[src/rtl/mccomp_run_ctrl.sv]
// Run controller for the multi-cycle CPU: loads a program image with the core held
// in reset, runs it to a halt PC or a cycle limit, then dumps a register range.
//
// state | meaning
// IDLE  | waiting for start, core held in reset
// LOAD  | accepting program words, writing CPU memory
// HOLD  | core reset held for RST_CYCLES after the load
// RUN   | core running, counting cycles, watching for halt/limit
// DUMP  | core frozen, stepping reg_sel through the dump range
// FIN   | sequence done, one cycle before returning to IDLE
module mccomp_run_ctrl #(
  parameter int          DW         = 32,
  parameter int          AW         = 10,
  parameter int          RST_CYCLES = 4,
  parameter logic [31:0] MAX_CYCLES = 32'd100000,
  parameter int          FIRST_REG  = 0,
  parameter int          LAST_REG   = 31
) (
  input  logic          clk,
  input  logic          rst,
  input  logic          start,
  input  logic          ld_valid,
  output logic          ld_ready,
  input  logic [DW-1:0] ld_data,
  input  logic          ld_last,
  output logic          mem_we,
  output logic [AW-1:0] mem_addr,
  output logic [DW-1:0] mem_wdata,
  output logic          cpu_rst,
  input  logic [DW-1:0] cpu_pc,
  input  logic [DW-1:0] halt_pc,
  output logic [4:0]    reg_sel,
  input  logic [DW-1:0] reg_data,
  output logic          dump_valid,
  output logic [4:0]    dump_sel,
  output logic [DW-1:0] dump_data,
  output logic          busy,
  output logic          done,
  output logic          timeout,
  output logic          ovf,
  output logic [31:0]   run_cycles
);

  typedef enum logic [2:0] {S_IDLE, S_LOAD, S_HOLD, S_RUN, S_DUMP, S_FIN} state_t;

  localparam logic [AW-1:0] ADDR_MAX  = '1;
  localparam logic [4:0]    FIRST_SEL = 5'(FIRST_REG);
  localparam logic [4:0]    LAST_SEL  = 5'(LAST_REG);
  localparam logic [7:0]    HOLD_LOAD = 8'(RST_CYCLES - 1);
  localparam logic [31:0]   LIMIT_TC  = MAX_CYCLES - 32'd1;

  state_t        state, state_nxt;
  logic [AW-1:0] addr_cnt;
  logic [7:0]    hold_cnt;
  logic          ld_acc, halt_hit, limit_hit;

  assign ld_ready  = (state == S_LOAD);
  assign ld_acc    = ld_valid && ld_ready;
  assign halt_hit  = (cpu_pc == halt_pc);
  // limit fires on the RUN cycle that brings run_cycles up to MAX_CYCLES
  assign limit_hit = (run_cycles == LIMIT_TC);

  always_ff @(posedge clk or posedge rst) begin
    if (rst) state <= S_IDLE;
    else     state <= state_nxt;
  end

  always_comb begin
    state_nxt = state;
    case (state)
      S_IDLE:  if (start) state_nxt = S_LOAD;
      S_LOAD:  if (ld_acc && ld_last) state_nxt = S_HOLD;
      S_HOLD:  if (hold_cnt == 8'd0) state_nxt = S_RUN;
      S_RUN:   if (halt_hit || limit_hit) state_nxt = S_DUMP;
      S_DUMP:  if (reg_sel == LAST_SEL) state_nxt = S_FIN;
      S_FIN:   state_nxt = S_IDLE;
      default: state_nxt = S_IDLE;
    endcase
  end

  always_ff @(posedge clk or posedge rst) begin
    if (rst) begin
      addr_cnt   <= '0;
      hold_cnt   <= 8'd0;
      mem_we     <= 1'b0;
      mem_addr   <= '0;
      mem_wdata  <= '0;
      cpu_rst    <= 1'b1;
      reg_sel    <= 5'd0;
      dump_valid <= 1'b0;
      dump_sel   <= 5'd0;
      dump_data  <= '0;
      busy       <= 1'b0;
      done       <= 1'b0;
      timeout    <= 1'b0;
      ovf        <= 1'b0;
      run_cycles <= 32'd0;
    end else begin
      mem_we     <= 1'b0;
      dump_valid <= 1'b0;
      cpu_rst    <= (state_nxt != S_RUN);
      case (state)
        S_IDLE: begin
          if (start) begin
            done       <= 1'b0;
            timeout    <= 1'b0;
            ovf        <= 1'b0;
            run_cycles <= 32'd0;
            addr_cnt   <= '0;
            busy       <= 1'b1;
          end
        end
        S_LOAD: begin
          // past the top of memory, words are still consumed but never written
          if (ld_acc && !ovf) begin
            mem_we    <= 1'b1;
            mem_addr  <= addr_cnt;
            mem_wdata <= ld_data;
            if (addr_cnt == ADDR_MAX) ovf <= 1'b1;
            else                      addr_cnt <= addr_cnt + AW'(1);
          end
          hold_cnt <= HOLD_LOAD;
        end
        S_HOLD: begin
          if (hold_cnt != 8'd0) hold_cnt <= hold_cnt - 8'd1;
        end
        S_RUN: begin
          if (run_cycles != 32'hFFFF_FFFF) run_cycles <= run_cycles + 32'd1;
          if (!halt_hit && limit_hit) timeout <= 1'b1;
          if (state_nxt == S_DUMP) reg_sel <= FIRST_SEL;
        end
        S_DUMP: begin
          dump_valid <= 1'b1;
          dump_sel   <= reg_sel;
          dump_data  <= reg_data;
          if (reg_sel == LAST_SEL) begin
            busy <= 1'b0;
            done <= 1'b1;
          end else begin
            reg_sel <= reg_sel + 5'd1;
          end
        end
        default: ;
      endcase
    end
  end

endmodule
[config.mk]
export PLATFORM = sky130hd
export DESIGN_NAME = mccomp_run_ctrl
export DESIGN_NICKNAME = d
export VERILOG_FILES = /design/src/rtl/mccomp_run_ctrl.sv
export SDC_FILE = /design/constraint.sdc
export NUM_CORES = 1
export LEC_CHECK = 0
export CORE_ASPECT_RATIO = 1.75
export CORE_UTILIZATION = 40
export CTS_CLUSTER_SIZE = 24
export DETAILED_ROUTE_END_ITERATION = 6
export HOLD_SLACK_MARGIN = 0.12
export PLACE_DENSITY = 0.76
export SYNTH_ARGS = -nofsm -noshare
export SYNTH_HDL_FRONTEND = slang
export SYNTH_SLANG_ARGS = --single-unit
[constraint.sdc]
create_clock -name clk -period 4.37 [get_ports clk]
set_input_delay 0.874 -clock clk [delete_from_list [all_inputs] [get_ports clk]]
set_output_delay 0.874 -clock clk [all_outputs]
set_load 0.03 [all_outputs]
==> results.toml, run 1 <==
[global_routing]
grt_pass1_wl_mm = 29.73
grt_max_degree = 84
grt_usage_pct = 21.74
grt_overflow = 0
grt_pass1_vias = 6128
antenna_found_initial = 0

[clocking]
ctsRootBufferMaster = "clkbuf_16"
cts_resized = 0
cts_buffers = 17
cts_max_level = 4
clkSinkCount = 144
cts_setup_buffers = 0
clock_path_buffers = 2
cts_tree = "done"
insertion_delay_ps = 420
cts.clk_slew.worst_paths_ps = 60
hold_buffers = 0

[cells_and_area]
multi_input_area_um2 = 3053
seq_area_um2 = 3605
layout-area-overhead-vs-synth_pct = 50.10
num_antenna_cells = 0
stdcell_count = 1171
drive_above_1_share_pct = 9.820
fin_nets = 1074
fill_cells = 1387

[timing]
tns_ps = 0
rsz0062_at_grt = "false"
hold_violations = 0
skew_ps = 11.05
min_period_over_period_pct = 69.21
period_minus_slack_ps = 3024
max_freq_mhz = 330.7
drv_slew = 0
worst_pin_slew_ps = 864.9
slew_headroom_pct = 42.22
setup_viol = 0

[routing]
first_iter_violations = 240
avgViaCountPerCell = 5.165
wl_per_cell_um = 15.75
vias = 6048
ant_nets = 0
first_pass_iters = 4
routed_wl_mm = 18.45
drcViolationCount = 0

[logic_synthesis]
yosysTopAreaCellShare_pct = 52.49
ys_seq_area_share_pct = 52.87
synth_edf_count = 0
ys_top_cells_by_area = "dfrtp_1 52%, nand2_1 9.0%, mux2_2 6.1%"
synthArstFlopShare_pct = 100.0
synthCells = 681
post-synth-top-count-cell = "nand2_1"
synth_common_cells = "164 x nand2_1, 143 x dfrtp_1, 43 x xor2_1"
ys_warn_count = 0
synth.distinct_cells = 58
synth_top_area_cell = "dfrtp_1"
synth_nets = 820
synth_ff_type = "dfrtp_1"
synth.avg_cell_area_um2 = 10.01
ys_seq_elements = 144
syn-cell-area_um2 = 6818

[outcome]
outcome = "finished clean"

[critical_path]
r2r_cells = 5
cp_data_arrival_time_ps = 2150
r2r_start = "state[1]"
crit_path_start = "state[1]"
worst_ep_required_time_ps = 3500
critPathMaxFanout = 15
worstSetupPathType = "reg -> out"
crit_end = "ld_ready"
endpoint_kind = "output pin"
rrSetupSlack_ps = 1760
r2r_end = "run_cycles[21]"
start_kind = "flip-flop"

[power_and_ir_drop]
p_per_area_nw_per_um2 = 452.0
irDropWorstVdd_mv = 0.2670
p_leak_nw = 4.516
totalPowerFinal_mw = 4.625

[placed_design]
place_hpwl_mm = 13.64
routabilityCongestion = 0.8406
io_buffers = 256
dp.cells = 1140

[min_path]
hp-class = "reg -> reg"

[floorplanning]
initial_utilization_pct = 41.26
io_pins = 257
die_h_um = 174.7
die_w_um = 100.7
core_region_area_um2 = 16520
die_area_um2 = 17590
placement_rows = 62

[flow_run]
maxCapViolCount = 0
## routing by layer
| metal | vias to the layer above | GRT usage [%] | wire [µm] |
|---|---|---|---|
| met3 | 58 | 4.560 | 1083 |
| li1 | 2889 | - | - |
| met4 | 0 | 12.62 | 927 |
| met2 | 266 | 39.93 | 10060 |
| met5 | - | 0 | 0 |
| met1 | 2835 | 22.17 | 6376 |
## placed cells by master, fill, tap and decap left out, drive strengths merged, types with 3 or more instances in the layout
cell type / instances
clkdlybuf4s50: 256
nand2: 164
dfrtp: 143
xor2: 43
mux2: 37
a21oi: 30
nor2: 28
o21ai: 28
clkbuf: 23
nand3: 20
nand4: 18
or3: 17
nor4: 15
or4: 10
and4: 10
inv: 9
and3: 8
buf: 7
nor3: 6
ha: 6
o31ai: 5
a31oi: 5
xnor2: 5
and2: 4
bufinv: 4
nor2b: 3
o211ai: 3
nand2b: 3
nand3b: 3
mux2i: 3
a31o: 3
clkinvlp: 3
nor3b: 3
a211o: 3
## worst min-delay path by stage
stage	cells past startpoint	start	slack (ps)	endpoint
2_1_floorplan	1	addr_cnt[4]	460	addr_cnt[4]
3_3_place_gp	2	mem_wdata[19]	460	mem_wdata[19]
3_5_place_dp	2	mem_addr[0]	460	mem_addr[0]
4_1_cts	2	mem_addr[0]	480	mem_addr[0]
5_1_grt	2	mem_wdata[5]	480	mem_wdata[5]
6_report	2	mem_addr[0]	470	mem_addr[0]
## layout make-up
| type | count | area share (%) |
|---|---|---|
| Inverter | 9 | 0.3668 |
| Multi-Input combinational cell | 500 | 29.83 |
| Clock inverter | 8 | 1.492 |
| Timing Repair Buffer | 263 | 25.68 |
| Sequential cell | 144 | 35.22 |
| Tap cell | 224 | 2.739 |
| Clock buffer | 23 | 4.670 |
## worst max-delay path, cell delays in order, from the launching register on
cell and delay (ps):
dfrtp_1 570, nor3b_2 250, buf_4 180, clkdlybuf4s50_1 740
## through the flow
stage / hold WS, ps / setup slack (ps) / utilization [%] / instance area (µm²)
after floorplan: 463.4 / 1692 / - / 6822
after global placement: 456.5 / 1149 / 58.12 / 9603
final: 472.2 / 1346 / 61.93 / 10230
after detailed placement: 460.8 / 1094 / 58.12 / 9603
after global routing: 484.4 / 1249 / 61.93 / 10230
after CTS: 475.3 / 1313 / 61.93 / 10230
## state kept, by name, indices dropped and copies added (netlist names), 3 cells and up
register    flops
addr_cnt       10
mem_wdata      32
state           3
dump_data      32
reg_sel         5
mem_addr       10
dump_sel        5
hold_cnt        8
run_cycles     32
## power by group
group          internal [mW]  total, mW  switching (mW)
Clock                   1.00       1.55           0.546
Sequential              1.56       1.76           0.191
Combinational          0.591       1.32           0.731
## cells by family after synthesis
group                    after synthesis  synth area share, %
buffers and inverters                 37                2.551
multiplexers                          40                6.552
flip-flops                           144                52.87
adder cells (fa/ha/maj)                6                1.101
AO/OA/AOI/OAI                         87                7.690
AND/OR/NAND/NOR                      319                23.07
XOR/XNOR                              48                6.166
Power figures use the tool's default switching activity.
==> run 2, diff against run 1 <==
- CORE_UTILIZATION: 40 -> 45
- PLACE_DENSITY: 0.76 -> 0.8
- clock period: 4.37 -> 3 ns (I/O delays scaled with it)
==> run 2 against run 1 <==
Via count increased by 0.60%. Setup slack got worse by 1100 ps. Core utilization increased by 7.0 points. Combinational power increased by 48%. Power increased by 44%. Critical path depth decreased by 1. Sequential share of layout area about the same. Count of clock-buffer cells in the layout decreased by 3. Clock power increased by 39%. Largest cell class unchanged.
==> results.toml, run 2 (synthesized netlist as in run 1, its figures left out) <==
[global_routing]
grt_max_degree = 67
grt_pass1_vias = 6047
grt_pass1_wl_mm = 29.18
grt_usage_pct = 24.34
antenna_found_initial = 0
grt_overflow = 0

[clocking]
clkSinkCount = 144
cts_resized = 0
hold_buffers = 0
cts_buffers = 17
cts.clk_slew.worst_paths_ps = 60
insertion_delay_ps = 420
cts_setup_buffers = 0
cts_max_level = 4
cts_tree = "done"
clock_path_buffers = 2
ctsRootBufferMaster = "clkbuf_16"

[timing]
skew_ps = 10.33
min_period_over_period_pct = 91.00
worst_pin_slew_ps = 566.5
rsz0062_at_grt = "false"
drv_slew = 0
slew_headroom_pct = 62.06
period_minus_slack_ps = 2730
setup_ws_ps = 270.1
hold_violations = 0
holdWs_ps = 470.0
max_freq_mhz = 366.3
tns_ps = 0
setup_viol = 0

[power_and_ir_drop]
pwr-share-seq_pct = 38.3
irDropWorstVdd_mv = 0.4177
clockPowerShare_pct = 32.4
p_leak_nw = 4.539
totalPowerFinal_mw = 6.674
p_int_mw = 4.494
switching_share_pct = 32.66
power_switching_mw = 2.179
p_per_area_nw_per_um2 = 652.4
comb_power_share_pct = 29.3

[cells_and_area]
layout_commonest_cell = "clkdlybuf4s50_1"
num_antenna_cells = 0
fin_nets = 1082
reg.largest.list = "dump_data: 32 flops, mem_wdata: 32 flops, run_cycles: 32 flops"
fin_area_um2 = 10230
mostFrequentLayoutCells = "256 x clkdlybuf4s50_1, 164 x nand2_1, 143 x dfrtp_1"
fin_util_pct = 68.94
stdcell_count = 1139
drive_above_1_share_pct = 10.77
layout-area-overhead-vs-synth_pct = 50.05

[floorplanning]
die_area_um2 = 15670
initial_utilization_pct = 45.95
placement_rows = 59
io_pins = 257
die_h_um = 164.8
core_region_area_um2 = 14840
die_w_um = 95.05

[routing]
ant_nets = 0
routed_wl_mm = 18.53
avgViaCountPerCell = 5.342
routed-wl-met2_mm = 10.52
wl_per_cell_um = 16.26
drcViolationCount = 0
met1_length_mm = 6.517
vias = 6084
routed-wl-met3_mm = 1.087
first_pass_iters = 4
top_layer = "met4"
first_iter_violations = 254

[critical_path]
critPathMaxFanout = 15
r2r_cells = 5
endpoint_kind = "output pin"
worstSetupPathType = "reg -> out"
cp_data_arrival_time_ps = 2130
worst_ep_required_time_ps = 2400
start_kind = "flip-flop"

[placed_design]
place_ws_ps = 306.9
place_area_um2 = 9624
io_buffers = 256
routabilityCongestion = 0.8550
place_hpwl_mm = 13.82
dp.cells = 1107

[flow_run]
maxCapViolCount = 0

[outcome]
outcome = "finished clean"

[min_path]
hold_depth = 2
hp-class = "reg -> reg"
[run 2: cell types whose count changed in the layout (fill, tap and decap cells not counted)]
| cell | change |
|---|---|
| clkbuf_8 | -2 |
| inv_6 | +1 |
| buf_12 | +1 |
| bufinv_16 | -1 |
| clkbuf_1 | -1 |
| clkinvlp_4 | +3 |
| buf_4 | +7 |
| clkinv_2 | +1 |
[run 2: final cells by class]
class / count / area, µm²
fill: 1159 / 4608
sequential: 144 / 3605
multi-input combinational: 500 / 3053
timing repair buffer: 271 / 2700
clock buffer: 20 / 446.7
tap: 183 / 229.0
clock inverter: 12 / 158.9
inverter: 9 / 37.54
[run 2: final timing paths]
kind,end,from,slack (ps)
max,ld_ready,state[1],270
min,mem_addr[1],mem_addr[1],470
max reg2reg,run_cycles[25],state[1],460
min reg2reg,mem_addr[1],mem_addr[1],470
max in group asynchronous,run_cycles[27],rst,1710
min in group asynchronous,mem_wdata[19],rst,580
[run 2: power by group through the flow]
stage / clock (mW) / sequential [mW] / combinational (mW)
finish: 2.16 / 2.56 / 1.95
CTS: 2.20 / 2.56 / 1.98
global placement: 0 / 2.57 / 1.93
floorplan: 0 / 3.04 / 0.606
global route: 2.28 / 2.61 / 2.13
detailed placement: 0 / 2.58 / 1.97
[run 2: critical path, cell delays in order, from the launching register on]
cell,delay (ps)
dfrtp_1,580
nor3b_2,370
clkdlybuf4s50_1,760
[run 2: routing by layer]
layer  global-route usage (%)  vias up
li1                         -     2902
met4                    9.435        0
met1                    25.46     2916
met5                        0        -
met3                    5.479       27
met2                    45.88      239
